$ cat config.mk
export PLATFORM = sky130hd
export DESIGN_NAME = range_frame_sequencer
export DESIGN_NICKNAME = d
export VERILOG_FILES = /design/src/rtl/range_seq_pkg.sv /design/src/rtl/range_frame_buf.sv /design/src/rtl/range_frame_sequencer.sv
export SDC_FILE = /design/constraint.sdc
export NUM_CORES = 1
export LEC_CHECK = 0
export ABC_AREA = 1
export CAP_MARGIN = 0
export CORE_UTILIZATION = 50
export DETAILED_ROUTE_END_ITERATION = 16
export PLACE_DENSITY = 0.79
export REMOVE_ABC_BUFFERS = 1
export SLEW_MARGIN = 15
export SYNTH_ARGS = -nofsm -noshare
export SYNTH_HDL_FRONTEND = slang
export SYNTH_SLANG_ARGS = --single-unit
$ cat constraint.sdc
create_clock -name clock -period 3.33 [get_ports clock]
set_input_delay 0.4995 -clock clock [delete_from_list [all_inputs] [get_ports clock]]
set_output_delay 0.4995 -clock clock [all_outputs]
set_load 0.05 [all_outputs]
$ cat src/rtl/range_seq_pkg.sv
// Shared types for the range-finder frame sequencer: FSM state encoding and drop counter width.
package range_seq_pkg;

  typedef enum logic [1:0] {
    FILL    = 2'd0,
    REPLAY  = 2'd1,
    DISCARD = 2'd2
  } seq_state_t;

  localparam int DROP_CNT_W = 8;

endpackage

$ cat src/rtl/range_frame_buf.sv
// Frame storage for the sequencer: DEPTH x WIDTH registers, one write port, asynchronous read.
module range_frame_buf
  import range_seq_pkg::*;
#(
  parameter int WIDTH = 16,
  parameter int DEPTH = 16
) (
  input  logic                     clock,
  input  logic                     wr_en,
  input  logic [$clog2(DEPTH)-1:0] wr_addr,
  input  logic [WIDTH-1:0]         wr_data,
  input  logic [$clog2(DEPTH)-1:0] rd_addr,
  output logic [WIDTH-1:0]         rd_data
);

  logic [WIDTH-1:0] mem [DEPTH];

  always_ff @(posedge clock) begin
    if (wr_en) begin
      mem[wr_addr] <= wr_data;
    end
  end

  assign rd_data = mem[rd_addr];

endmodule

$ cat src/rtl/range_frame_sequencer.sv
// Buffers one frame and replays it as a gap-free go/data/finish burst for the range finder.
// Define RANGE_SEQ_TRUNC_EN to truncate oversize frames to DEPTH samples instead of dropping them.
module range_frame_sequencer
  import range_seq_pkg::*;
#(
  parameter int WIDTH = 16,
  parameter int DEPTH = 16
) (
  input  logic                  clock,
  input  logic                  reset,
  input  logic [WIDTH-1:0]      in_data,
  input  logic                  in_valid,
  input  logic                  in_last,
  output logic                  in_ready,
  output logic [WIDTH-1:0]      data_out,
  output logic                  go,
  output logic                  finish,
  output logic                  busy,
  output logic                  drop,
  output logic [DROP_CNT_W-1:0] drop_count
);

  localparam int CW = $clog2(DEPTH + 1);
  localparam int AW = $clog2(DEPTH);
  localparam logic [CW-1:0] LAST_IDX = CW'(DEPTH - 1);

  seq_state_t       state;
  logic [CW-1:0]    wr_cnt;
  logic [CW-1:0]    rd;
  logic [CW-1:0]    len;
  logic [WIDTH-1:0] rd_data;
  logic [WIDTH-1:0] st_data;
  logic             st_valid;
  logic             st_first;
  logic             st_last;
  logic             fin_pend;
  logic             accept;
  logic             wr_en;
`ifdef RANGE_SEQ_TRUNC_EN
  logic             trunc;
`endif

  assign in_ready = !reset && (state != REPLAY);
  assign busy     = (state == REPLAY);
  assign accept   = in_valid && in_ready;
  assign wr_en    = accept && (state == FILL);

  range_frame_buf #(
    .WIDTH (WIDTH),
    .DEPTH (DEPTH)
  ) u_buf (
    .clock   (clock),
    .wr_en   (wr_en),
    .wr_addr (wr_cnt[AW-1:0]),
    .wr_data (in_data),
    .rd_addr (rd[AW-1:0]),
    .rd_data (rd_data)
  );

  always_ff @(posedge clock or posedge reset) begin
    if (reset) begin
      state      <= FILL;
      wr_cnt     <= '0;
      rd         <= '0;
      len        <= '0;
      drop       <= 1'b0;
      drop_count <= '0;
`ifdef RANGE_SEQ_TRUNC_EN
      trunc      <= 1'b0;
`endif
    end else begin
      drop <= 1'b0;
      case (state)
        FILL: begin
          if (accept) begin
            if (in_last) begin
              len    <= wr_cnt + 1'b1;
              rd     <= '0;
              wr_cnt <= '0;
              state  <= REPLAY;
            end else if (wr_cnt == LAST_IDX) begin
              wr_cnt <= '0;
`ifdef RANGE_SEQ_TRUNC_EN
              len    <= CW'(DEPTH);
              rd     <= '0;
              trunc  <= 1'b1;
              state  <= REPLAY;
`else
              state  <= DISCARD;
`endif
            end else begin
              wr_cnt <= wr_cnt + 1'b1;
            end
          end
        end
        REPLAY: begin
          if (rd == len - 1'b1) begin
            rd    <= '0;
`ifdef RANGE_SEQ_TRUNC_EN
            state <= trunc ? DISCARD : FILL;
            trunc <= 1'b0;
`else
            state <= FILL;
`endif
          end else begin
            rd <= rd + 1'b1;
          end
        end
        DISCARD: begin
          if (accept && in_last) begin
            drop   <= 1'b1;
            wr_cnt <= '0;
            state  <= FILL;
            if (drop_count != '1) begin
              drop_count <= drop_count + 1'b1;
            end
          end
        end
        default: state <= FILL;
      endcase
    end
  end

  // Two-stage output path; a one-sample frame needs an extra finish cycle so go and finish never coincide.
  always_ff @(posedge clock or posedge reset) begin
    if (reset) begin
      st_valid <= 1'b0;
      st_first <= 1'b0;
      st_last  <= 1'b0;
      st_data  <= '0;
      fin_pend <= 1'b0;
      data_out <= '0;
      go       <= 1'b0;
      finish   <= 1'b0;
    end else begin
      st_valid <= busy;
      st_data  <= busy ? rd_data : '0;
      st_first <= (rd == '0);
      st_last  <= (rd == len - 1'b1);
      if (fin_pend) begin
        go       <= 1'b0;
        finish   <= 1'b1;
        fin_pend <= 1'b0;
      end else if (st_valid) begin
        data_out <= st_data;
        go       <= st_first;
        finish   <= st_last && !st_first;
        fin_pend <= st_first && st_last;
      end else begin
        data_out <= '0;
        go       <= 1'b0;
        finish   <= 1'b0;
      end
    end
  end

endmodule

==> results of run 1 <==
-- cell usage after synthesis --
library cell and instances:
nor2_4 1, nor3b_1 1, nor2_1 207, edfxtp_1 256, and3_1 1, clkbuf_1 23, o21ai_2 7, clkbuf_2 3
o21ai_1 24, ha_1 10, buf_6 3, clkinv_1 2, nand2_1 178, buf_2 20, nand3_1 44, o22ai_1 50
xor2_1 5, nor3_1 5, buf_1 2, nand4_1 4, xnor2_1 6, buf_4 5, nor2_2 2, inv_2 3
inv_1 32, a21oi_1 1, nand2_2 3, dfrtp_1 64, o21ai_0 135
-- cell type report --
type	instances	area [um2]	area share (%)
Sequential cell	320	9290	62.8
Multi-Input combinational cell	684	3200	21.6
Clock buffer	48	870	5.88
Timing Repair Buffer	80	758	5.13
Tap cell	330	413	2.79
Inverter	37	140	0.948
Clock inverter	9	115	0.778
-- flip-flops by register name, summed over array words and instances (netlist names), 2 cells and up --
name	cells
u_buf.mem	256
drop_count	8
wr_cnt	5
data_out	16
st_data	16
len	5
state	2
rd	5
-- cells by family after synthesis --
family | after synthesis
AO/OA/AOI/OAI | 217
AND/OR/NAND/NOR | 446
adder cells (fa/ha/maj) | 10
flip-flops | 320
buffers and inverters | 93
XOR/XNOR | 11
-- critical path, stage by stage, from the launching register on --
cell	delay, ns
dfrtp_1	0.39
inv_1	0.06
nor2_2	0.37
clkdlybuf4s50_1	0.91
-- metrics by stage --
stage / setup TNS (ns) / area, um2 / power [mW]
final: 0 / 14800 / 11.6
after global routing: 0 / 14800 / 12.2
after CTS: 0 / 14800 / 11.6
after detailed placement: 0 / 13800 / 8.24
after global placement: 0 / 13800 / 8.14
after floorplan: -108.67 / 12600 / 7.06
-- report_power, final --
part | leakage (nW) | internal [mW] | switching [mW]
Clock | 0.477 | 2.01 | 1.40
Combinational | 1.82 | 1.02 | 2.25
Sequential | 3.17 | 4.66 | 0.267
-- path summary, 6_finish.rpt --
path | depth (start not counted) | end | from | slack [ns]
worst max-delay path | 3 | busy | state[0]$_DFFE_PP0P_ | 0.54
worst min register to register | 2 | data_out[7]$_DFFE_PP0N_ | st_data[7]$_DFF_PP0_ | 0.47
min in group asynchronous | 3 | drop$_DFF_PP0_ | reset | 0.54
worst max register to register | 8 | st_data[13]$_DFF_PP0_ | rd[0]$_DFFE_PP0P_ | 0.69
max in group asynchronous | 3 | rd[0]$_DFFE_PP0P_ | reset | 2.19
worst min-delay path | 2 | data_out[7]$_DFFE_PP0N_ | st_data[7]$_DFF_PP0_ | 0.47
-- layer usage --
layer / track usage [%] / up-vias / part of all wire (%)
met4: 6.82 / 0 / 2.8
met1: 30.8 / 4164 / 41
met3: 3.11 / 69 / 7.9
met2: 35.5 / 391 / 48
li1: - / 3937 / -
met5: 0 / - / 0
==> impl_results.html, run 1 <==
<table>
<tr><th>Metric</th><th>Value</th></tr>
<tr><th colspan="2">Placed design</th></tr>
<tr><td>RePlAce Congestion</td><td>0.879</td></tr>
<tr><td>HPWL Detailed</td><td>17800 um</td></tr>
<tr><td>Quantity of I/O buffers inserted on ports</td><td>48</td></tr>
<tr><td># placed instances</td><td>1451</td></tr>
<tr><td>Worst setup slack after placement</td><td>0.638 ns</td></tr>
<tr><th colspan="2">Clock network</th></tr>
<tr><td>Library cell used as clock root buffer</td><td>clkbuf_16</td></tr>
<tr><td>Number of buffers inserted for hold repair after clock tree synthesis</td><td>0</td></tr>
<tr><td>Htree depth</td><td>1</td></tr>
<tr><td>TritonCTS Sinks</td><td>320</td></tr>
<tr><td>Post-CTS resize count</td><td>0</td></tr>
<tr><td>Clock latency reported for the late side of the worst-skew pair</td><td>0.56 ns</td></tr>
<tr><td>TritonCTS clock tree</td><td>done</td></tr>
<tr><td>Total clock buffers created by CTS</td><td>31</td></tr>
<tr><td>Bufs on Longest Clock Path</td><td>3</td></tr>
<tr><td>Postcts setup bufs</td><td>0</td></tr>
<tr><td>Reg clk slew, reported paths</td><td>0.06 ns</td></tr>
<tr><th colspan="2">Die</th></tr>
<tr><td>Die Y</td><td>162 um</td></tr>
<tr><td>DIE AREA</td><td>26400 um2</td></tr>
<tr><td>Die width</td><td>approximately 160 um</td></tr>
<tr><td>Placeable core area</td><td>25300 um2</td></tr>
<tr><td>Starting density of the core</td><td>slightly above 50%</td></tr>
<tr><td>Standard-cell row count</td><td>58</td></tr>
<tr><td>I/O pin total</td><td>49</td></tr>
<tr><th colspan="2">Route</th></tr>
<tr><td>Wire length per cell after detailed routing</td><td>19.0 um</td></tr>
<tr><td>Post-DRT Antenna Nets</td><td>0</td></tr>
<tr><td>Number of DRC violations after detailed-routing iteration 0</td><td>1150</td></tr>
<tr><td>Routed via count</td><td>about 8600</td></tr>
<tr><td>Drt first pass iters</td><td>5</td></tr>
<tr><td>Number of remaining DRC errors</td><td>0</td></tr>
<tr><td>Vias per inst</td><td>roughly 5.7</td></tr>
<tr><td>Routed WL</td><td>between 20000 and 30000 um</td></tr>
<tr><th colspan="2">Global route</th></tr>
<tr><td>GRT Util Overall</td><td>approximately 22%</td></tr>
<tr><td>GR Overflow Total</td><td>0</td></tr>
<tr><td>Antenna violations before repair</td><td>0</td></tr>
<tr><td>First-pass GRT wire length</td><td>43900 um</td></tr>
<tr><td>Number of global-route vias before repair</td><td>7954</td></tr>
<tr><td>Maximum number of pins on one net before global-route repair</td><td>65</td></tr>
<tr><th colspan="2">Layout</th></tr>
<tr><td>Layout Nets</td><td>1184</td></tr>
<tr><td>Proportion of layout cells with a drive suffix above 1</td><td>about 8.5%</td></tr>
<tr><td>Count of fill cells added during filler insertion</td><td>between 1500 and 2000</td></tr>
<tr><td># diodes</td><td>0</td></tr>
<tr><td>Non-filler cells, final</td><td>1508</td></tr>
<tr><td>Most frequent standard cell in the layout excluding fill and tap cells</td><td>edfxtp_1</td></tr>
<tr><td>Leading cell types in the layout, fill and taps excluded</td><td>edfxtp_1, nor2_1, nand2_1</td></tr>
<tr><td>Final core utilization</td><td>58.6%</td></tr>
<tr><td>Post-synthesis to final-layout area growth</td><td>14.9%</td></tr>
<tr><th colspan="2">STA</th></tr>
<tr><td>Final hold vios</td><td>0</td></tr>
<tr><td>Least-Margin Pin Slew</td><td>0.858 ns</td></tr>
<tr><td>Final hold slack</td><td>0.472 ns</td></tr>
<tr><td>Clock skew</td><td>0.00930 ns</td></tr>
<tr><td>Setup WS post-layout</td><td>0.540 ns</td></tr>
<tr><td>Minimum clock period after layout</td><td>2.79 ns</td></tr>
<tr><td>Max frequency</td><td>0.358 GHz</td></tr>
<tr><td>Worst slew margin relative to its limit</td><td>between 40% and 50%</td></tr>
<tr><td>Unrepaired setup endpoints after global routing</td><td>false</td></tr>
<tr><td>Pins Over Slew Limit</td><td>0</td></tr>
<tr><td>Final setup violation count</td><td>0</td></tr>
<tr><td>Final period utilization</td><td>83.8%</td></tr>
<tr><th colspan="2">Synth</th></tr>
<tr><td>Post-synth cell types</td><td>29</td></tr>
<tr><td>Post-synthesis average cell area</td><td>between 10 and 15 um2</td></tr>
<tr><td>Xor and xnor fraction of the mapped netlist area</td><td>0.748%</td></tr>
<tr><td>Number of warnings printed during yosys synthesis</td><td>0</td></tr>
<tr><td>Post-synthesis mux area share</td><td>0%</td></tr>
<tr><td>Portion of synthesized cell area occupied by the leading cell type</td><td>59.7%</td></tr>
<tr><td>Post-synthesis share of cell area spent on and, or, nand and nor gates</td><td>13.8%</td></tr>
<tr><td>Leading post-synthesis cells by cell area</td><td>edfxtp_1, dfrtp_1, nor2_1</td></tr>
<tr><td>Synth area leader</td><td>edfxtp_1</td></tr>
<tr><td>Seq/Total Area, Yosys</td><td>72.1%</td></tr>
<tr><td>Number of synthesized register bits</td><td>320</td></tr>
<tr><td>Largest family of logic cells by synthesized area</td><td>simple AND/OR/NAND/NOR gates</td></tr>
<tr><td>Synthesized area</td><td>12900 um2</td></tr>
<tr><td>Post-synthesis adder-cell area fraction</td><td>0.972%</td></tr>
<tr><td>Cell count after synthesis</td><td>between 1000 and 1500</td></tr>
<tr><td>Share of the synthesized area in compound gates (AO/OA/AOI/OAI)</td><td>9.12%</td></tr>
<tr><th colspan="2">Worst setup path</th></tr>
<tr><td>Arrival time of data at the critical path endpoint</td><td>2.29 ns</td></tr>
<tr><td>Kind of end point of the critical path</td><td>output port</td></tr>
<tr><td>Required time at the worst-slack endpoint</td><td>2.83 ns</td></tr>
<tr><td>Setup Crit Path Kind</td><td>register to output port</td></tr>
<tr><td>Worst-path maximum fanout</td><td>9</td></tr>
<tr><td>Kind of start point of the critical path</td><td>register</td></tr>
<tr><th colspan="2">Power and ir drop</th></tr>
<tr><td>Power per Cell Area</td><td>785 nW/um2</td></tr>
<tr><td>Worst vdd rail ir drop</td><td>0.000377 V</td></tr>
<tr><td>Reported leakage power</td><td>5.46 nW</td></tr>
<tr><th colspan="2">Hold path</th></tr>
<tr><td>Hold WC Path Type</td><td>register to register</td></tr>
<tr><th colspan="2">Outcome</th></tr>
<tr><td>Result of the run</td><td>finished, final reports clean</td></tr>
<tr><th colspan="2">Job</th></tr>
<tr><td>Number of max-cap violations</td><td>0</td></tr>
</table>
(Power assumes the default switching activity.)
==> run 2, diff against run 1 <==
- PLACE_DENSITY: 0.79 -> 0.82
- clock period: 3.33 -> 2.25 ns (I/O delays scaled with it)
==> run 2 against run 1 <==
Sequential share of layout area decreased by 1.0 points. Combinational power is 60% higher. Cell area increased by 1.6%. Critical endpoint is now drop_count[4]. Count of clock-buffer cells in the layout decreased by 9.
==> impl_results.html, run 2 (synthesis results as in run 1) <==
<table>
<tr><th>Metric</th><th>Value</th></tr>
<tr><th colspan="2">Power and ir drop</th></tr>
<tr><td>Power per Cell Area</td><td>1170 nW/um2 (was 785 nW/um2)</td></tr>
<tr><td>Net switching power</td><td>6.16 mW (was 3.92 mW)</td></tr>
<tr><td>Pwr Total</td><td>17.6 mW (was 11.6 mW)</td></tr>
<tr><td>Switching share of power</td><td>34.9% (was 33.8%)</td></tr>
<tr><td>Proportion of power drawn by combinational gates</td><td>29.8% (was 28.2%)</td></tr>
<tr><td>Worst vdd rail ir drop</td><td>0.000627 V (was 0.000377 V)</td></tr>
<tr><td>Clock power share</td><td>29.1% (was 29.4%)</td></tr>
<tr><td>Internal Dissipation</td><td>11.5 mW (was 7.69 mW)</td></tr>
<tr><td>Sequential share of power</td><td>41.2% (was 42.4%)</td></tr>
<tr><td>Reported leakage power</td><td>5.60 nW (was 5.46 nW)</td></tr>
<tr><th colspan="2">Layout</th></tr>
<tr><td>Largest registers</td><td>u_buf.mem (256), data_out (16), st_data (16) (unchanged)</td></tr>
<tr><td>Most frequent standard cell in the layout excluding fill and tap cells</td><td>edfxtp_1 (unchanged)</td></tr>
<tr><td>Largest Register</td><td>u_buf.mem (unchanged)</td></tr>
<tr><td>Layout Nets</td><td>1203 (was 1184)</td></tr>
<tr><td># diodes</td><td>0 (unchanged)</td></tr>
<tr><td>Final design area excluding fillers</td><td>15000 um2 (was 14800 um2)</td></tr>
<tr><td>Proportion of layout cells with a drive suffix above 1</td><td>10.9% (was 8.49%)</td></tr>
<tr><td>Leading cell types in the layout, fill and taps excluded</td><td>edfxtp_1, nor2_1, nand2_1 (unchanged)</td></tr>
<tr><td>Post-synthesis to final-layout area growth</td><td>16.7% (was 14.9%)</td></tr>
<tr><td>Number of flip-flops under the largest register name</td><td>256 (unchanged)</td></tr>
<tr><th colspan="2">Clock network</th></tr>
<tr><td>Number of buffers inserted for hold repair after clock tree synthesis</td><td>0 (unchanged)</td></tr>
<tr><td>Reg clk slew, reported paths</td><td>0.06 ns (about the same)</td></tr>
<tr><td>Library cell used as clock root buffer</td><td>clkbuf_16 (unchanged)</td></tr>
<tr><td>Post-CTS resize count</td><td>0 (unchanged)</td></tr>
<tr><td>TritonCTS Sinks</td><td>320 (unchanged)</td></tr>
<tr><td>Bufs on Longest Clock Path</td><td>3 (unchanged)</td></tr>
<tr><td>Postcts setup bufs</td><td>0 (unchanged)</td></tr>
<tr><td>TritonCTS clock tree</td><td>done (unchanged)</td></tr>
<tr><td>Clock latency reported for the late side of the worst-skew pair</td><td>0.57 ns (was 0.56 ns)</td></tr>
<tr><td>Total clock buffers created by CTS</td><td>31 (unchanged)</td></tr>
<tr><td>Htree depth</td><td>1 (unchanged)</td></tr>
<tr><th colspan="2">Global route</th></tr>
<tr><td>GR Overflow Total</td><td>0 (unchanged)</td></tr>
<tr><td>Maximum number of pins on one net before global-route repair</td><td>83 (was 65)</td></tr>
<tr><td>Number of global-route vias before repair</td><td>8543 (was 7954)</td></tr>
<tr><td>First-pass GRT wire length</td><td>45900 um (was 43900 um)</td></tr>
<tr><td>Antenna violations before repair</td><td>0 (unchanged)</td></tr>
<tr><td>GRT Util Overall</td><td>22.8% (was 21.9%)</td></tr>
<tr><th colspan="2">STA</th></tr>
<tr><td>Final period utilization</td><td>97.4%</td></tr>
<tr><td>Minimum clock period after layout</td><td>approximately 2.2 ns</td></tr>
<tr><td>Final setup violation count</td><td>0 (unchanged)</td></tr>
<tr><td>Clock skew</td><td>0.0124 ns (was 0.00930 ns)</td></tr>
<tr><td>Final hold vios</td><td>0 (unchanged)</td></tr>
<tr><td>Unrepaired setup endpoints after global routing</td><td>false (unchanged)</td></tr>
<tr><td>Pins Over Slew Limit</td><td>0 (unchanged)</td></tr>
<tr><td>Worst slew margin relative to its limit</td><td>48.3% (was 42.6%)</td></tr>
<tr><td>Max frequency</td><td>0.456 GHz</td></tr>
<tr><td>Least-Margin Pin Slew</td><td>0.775 ns (was 0.858 ns)</td></tr>
<tr><td>Final hold slack</td><td>0.370 ns (was 0.472 ns)</td></tr>
<tr><th colspan="2">Worst setup path</th></tr>
<tr><td>Worst-path maximum fanout</td><td>5 (was 9)</td></tr>
<tr><td>Crit path max-delay cell type</td><td>clkdlybuf4s50_1 (unchanged)</td></tr>
<tr><td>Worst reg2reg path endpoint</td><td>st_data[14]$_DFF_PP0_ (was st_data[13]$_DFF_PP0_)</td></tr>
<tr><td>Reg-to-reg critical path startpoint</td><td>rd[0]$_DFFE_PP0P_ (unchanged)</td></tr>
<tr><td>Arrival time of data at the critical path endpoint</td><td>1.85 ns (was 2.29 ns)</td></tr>
<tr><td>Depth of the worst register-to-register path</td><td>8 (unchanged)</td></tr>
<tr><td>Required time at the worst-slack endpoint</td><td>1.91 ns (was 2.83 ns)</td></tr>
<tr><td>Kind of cell with the highest combined delay on the critical path</td><td>buffers and inverters (unchanged)</td></tr>
<tr><td>Kind of start point of the critical path</td><td>register (unchanged)</td></tr>
<tr><td>Largest stage delay on the critical path</td><td>0.84 ns (was 0.91 ns)</td></tr>
<tr><td>Cell-by-cell trace of the critical path</td><td>clkdlybuf4s50_1 (was inv_1, nor2_2, clkdlybuf4s50_1)</td></tr>
<tr><td>Flop-to-flop setup slack</td><td>0.18 ns (was 0.69 ns)</td></tr>
<tr><td>Setup Crit Path Kind</td><td>register to output port (unchanged)</td></tr>
<tr><td>Kind of end point of the critical path</td><td>output port (unchanged)</td></tr>
<tr><td>CP Buf/Inv Count</td><td>1 (was 2)</td></tr>
<tr><th colspan="2">Placed design</th></tr>
<tr><td>Placed Area</td><td>14000 um2 (was 13800 um2)</td></tr>
<tr><td>HPWL Detailed</td><td>18900 um (was 17800 um)</td></tr>
<tr><td>Quantity of I/O buffers inserted on ports</td><td>48 (unchanged)</td></tr>
<tr><td>RePlAce Congestion</td><td>0.896 (was 0.879)</td></tr>
<tr><th colspan="2">Route</th></tr>
<tr><td>Wire length per cell after detailed routing</td><td>19.6 um (was 19.0 um)</td></tr>
<tr><td>Post-DRT Antenna Nets</td><td>0 (unchanged)</td></tr>
<tr><td>Number of remaining DRC errors</td><td>0 (unchanged)</td></tr>
<tr><td>Vias per inst</td><td>5.78 (was 5.68)</td></tr>
<tr><td>Routed WL</td><td>30000 um (was 28700 um)</td></tr>
<tr><td>Drt first pass iters</td><td>7 (was 5)</td></tr>
<tr><td>Routed via count</td><td>8830 (was 8561)</td></tr>
<tr><td>Number of DRC violations after detailed-routing iteration 0</td><td>1065 (was 1150)</td></tr>
<tr><th colspan="2">Outcome</th></tr>
<tr><td>Result of the run</td><td>finished, final reports clean (unchanged)</td></tr>
<tr><th colspan="2">Die</th></tr>
<tr><td>Placeable core area</td><td>25300 um2 (unchanged)</td></tr>
<tr><td>I/O pin total</td><td>49 (unchanged)</td></tr>
<tr><td>Standard-cell row count</td><td>58 (unchanged)</td></tr>
<tr><td>Die Y</td><td>162 um (unchanged)</td></tr>
<tr><td>Starting density of the core</td><td>51.0% (unchanged)</td></tr>
<tr><td>DIE AREA</td><td>26400 um2 (unchanged)</td></tr>
<tr><td>Die width</td><td>162 um (unchanged)</td></tr>
<tr><th colspan="2">Job</th></tr>
<tr><td>Number of max-cap violations</td><td>0 (unchanged)</td></tr>
<tr><th colspan="2">Hold path</th></tr>
<tr><td>Hold WC Path Type</td><td>primary input to asynchronous set/reset pin (was register to register)</td></tr>
</table>
-- run 2: cell types whose count changed in the layout (fill, tap and decap cells not counted), sizes merged --
cell	change
clkinv	+6
clkinvlp	+2
buf	+21
clkdlybuf4s50	-2
inv	+2
clkbuf	-9
-- run 2: final cells by class --
class,instances,area (um2)
fillers,1873,10200
flip-flops and latches,320,9290
multi-input cells,684,3200
repair buffers,99,971
clock buffers,39,836
well taps,330,413
clock inverters,19,178
inverters,37,140
-- run 2: stage by stage --
stage	TNS, ns	util, %	instances	setup slack, ns
6_report	0	59.5	1528	0.0589
3_5_place_dp	0	55.5	1470	0.119
4_1_cts	0	59.5	1528	0.0483
5_1_grt	0	59.5	1528	0.0295
2_1_floorplan	-375.75	-	1041	-2.02
3_3_place_gp	0	55.5	1470	0.155
-- run 2: how the worst max path moves through the flow --
stage | start | end | slack, ns | cells past startpoint
global placement | reset | u_buf.mem[10][12]$_DFFE_PP_ | 0.15 | 8
CTS | drop_count[4]$_DFFE_PP0P_ | drop_count[4] | 0.05 | 1
floorplan | rd[0]$_DFFE_PP0P_ | rd[0]$_DFFE_PP0P_ | -2.02 | 9
finish | drop_count[4]$_DFFE_PP0P_ | drop_count[4] | 0.06 | 1
detailed placement | reset | u_buf.mem[10][14]$_DFFE_PP_ | 0.12 | 8
global route | drop_count[4]$_DFFE_PP0P_ | drop_count[4] | 0.03 | 1
-- run 2: power groups by stage --
stage	sequential, mW	clock [mW]	combinational [mW]
3_5_place_dp	7.37	0	5.09
5_1_grt	7.31	5.36	5.69
2_1_floorplan	7.72	0	2.72
4_1_cts	7.25	5.17	5.16
6_report	7.26	5.13	5.25
3_3_place_gp	7.34	0	4.94
-- run 2: worst register-to-register path, delay by kind of cell, from the launching register on --
kind / cells / cell delay, ns
flops: 1 / 0.62
simple gates: 4 / 0.55
buf+inv: 2 / 0.39
compound gates: 2 / 0.38
-- run 2: metal layers --
metal  part of all wire [%]  GRT usage (%)  vias up
met4                    3.9           9.78        0
met5                      0              0        -
met2                     50           38.7      520
met1                     38           29.5     4223
met3                    8.5           2.93      100
li1                       -              -     3987
==> RTL change: new RTL, config.mk and constraints of run 1 <==
`DEPTH` is set to 16 in 2 places; all go to 32.
--- a/src/rtl/range_frame_buf.sv
+++ b/src/rtl/range_frame_buf.sv
@@ -5,3 +5,3 @@
   parameter int WIDTH = 16,
-  parameter int DEPTH = 16
+  parameter int DEPTH = 32
 ) (
--- a/src/rtl/range_frame_sequencer.sv
+++ b/src/rtl/range_frame_sequencer.sv
@@ -6,3 +6,3 @@
   parameter int WIDTH = 16,
-  parameter int DEPTH = 16
+  parameter int DEPTH = 32
 ) (
Function: no difference found for any inputs over 4 cycles, from zero or initial values and one cycle with reset high; that may be too few to reach the edited logic, so the function may still have changed.
==> RTL change against run 1 <==
Hold slack better by 0.0078 ns; sequential cell count up 259; synthesized cell count grew 80%; sequential power increased by 73%; worst setup slack lost 0.11 ns; routed wire length increased by 110%; highest routed layer is now met5; power is 82% higher; core utilization decreased by 0.73 points; synthesized area grew 82%; cell area up 79%; non-clock buffer count is 46 higher.
==> RTL change: results (changes against run 1) <==
Share of post-route cells with drive strength above 1 = 8.27% (was 8.49%)
Total Nets Final = 2078 (was 1184)
Wire length per cell = 22.2 um (was 19.0 um)
Worst-margin pin slew = 1.03 ns (was 0.858 ns)
Pleak = 9.46 nW (was 5.46 nW)
Largest net degree at the start of global routing = 76 (was 65)
Vias in the first global route = 15316 (was 7954)
Post-synthesis sequential area ratio = 72.8% (was 72.1%)
Post-synth top cells = edfxtp_1 (512), nor2_1 (387), nand2_1 (290), o21ai_0 (216), nand3_1 (141) (was edfxtp_1 (256), nor2_1 (207), nand2_1 (178), o21ai_0 (135), dfrtp_1 (64))
CP max FO = 26 (was 9)
Placer Congestion = 0.997 (was 0.879)
DR vias/cell = 5.87 (was 5.68)
Worst-Skew Late Latency = 0.60 ns (was 0.56 ns)
Total Routing Usage GR = 25.4% (was 21.9%)
CTS clk-pin slew, worst paths = 0.06 ns (about the same)
Top Registers = u_buf.mem x512, data_out x16, st_data x16 (was u_buf.mem x256, data_out x16, st_data x16)
First-pass GRT wire length = 89900 um (was 43900 um)
Max VDD drop = 488 uV (was 377 uV)
Area contributors post-synth = edfxtp_1 (66%), dfrtp_1 (7.2%), nor2_1 (6.2%), nand2_1 (4.6%), o21ai_0 (4.6%) (was edfxtp_1 (60%), dfrtp_1 (12%), nor2_1 (6.0%), o21ai_0 (5.2%), nand2_1 (5.2%))
Post-synth EDFFs = 512 (was 256)
Initial antenna violation count = 1 (was 0)
Initial DRT Pass Iterations = 6 (was 5)
H-tree levels = 2 (was 1)
Iter 0 DRT Violations = 2114 (was 1150)
Setup Skew = 0.0130 ns (was 0.00930 ns)
CTS Buf Count = 55 (was 31)
Outcome = finished clean (unchanged)
Setup bufs post-CTS = 0 (unchanged)
PortBufs = 48 (unchanged)
Post-synth cell types = 32 (was 29)
Post-detail-place hpwl = 36400 um (was 17800 um)
Fillers = 3543 (was 1950)
## RTL change: logic make-up after synthesis
| family | Yosys count | share of synthesized area, % |
|---|---|---|
| DFF | 579 | 72.8 |
| xor gates and xnor gates | 17 | 0.636 |
| and+or+nand+nor | 840 | 14.5 |
| buffers and inverters | 177 | 3.41 |
| adders and majority gates | 8 | 0.427 |
| AOI/OAI and AO/OA | 358 | 8.22 |
## RTL change: worst paths after layout
path | cells past startpoint | slack (ns) | startpoint | endpoint
hold reg to reg | 2 | 0.48 | data_out[3]$_DFFE_PP0N_ | data_out[3]$_DFFE_PP0N_
setup / recovery | 4 | 0.43 | state[1]$_DFFE_PP0P_ | busy
max in group asynchronous | 3 | 2.18 | reset | rd[0]$_DFFE_PP0P_
min in group asynchronous | 3 | 0.52 | reset | data_out[5]$_DFFE_PP0N_
hold / removal | 2 | 0.48 | data_out[3]$_DFFE_PP0N_ | data_out[3]$_DFFE_PP0N_
setup reg to reg | 8 | 0.83 | rd[0]$_DFFE_PP0P_ | st_data[15]$_DFF_PP0_
## RTL change: worst min-delay path, cell delays in order (launching register included)
cell and delay (ns):
dfrtp_1 0.34, nand2_1 0.05, nand2_1 0.05
## RTL change: power breakdown
group / internal (mW) / switching, mW / leakage [nW]
Sequential: 8.22 / 0.335 / 5.51
Clock: 3.47 / 2.57 / 0.848
Combinational: 1.81 / 4.72 / 3.10
## RTL change: metal layers
layer  wire, um  up-vias  share of wire (%)  global-route usage (%)
met2      27200      973                 45                    39.1
met4       2320        2                3.9                    10.5
met3       6870      165                 11                    5.62
met1      23300     7575                 39                    35.0
met5         15        -              0.025                       0
li1           -     7086                  -                       -
## RTL change: per-stage QoR
stage | cell area, sq um | setup slack, ns | utilization [%] | cells
after global routing | 26500 | 0.331 | 57.8 | 2691
after CTS | 26500 | 0.399 | 57.8 | 2691
after global placement | 24700 | 0.559 | 54.1 | 2593
final | 26500 | 0.426 | 57.8 | 2691
after floorplan | 22900 | -4.93 | - | 1867
after detailed placement | 24700 | 0.560 | 54.1 | 2593
## RTL change: cell type report
| class | count | area share, % |
|---|---|---|
| timing repair buffer | 126 | 4.22 |
| inverter | 65 | 0.941 |
| clock inverter | 24 | 0.978 |
| multi-input combinational | 1223 | 21.0 |
| sequential | 579 | 64.4 |
| clock buffer | 74 | 5.54 |
| tap | 600 | 2.84 |
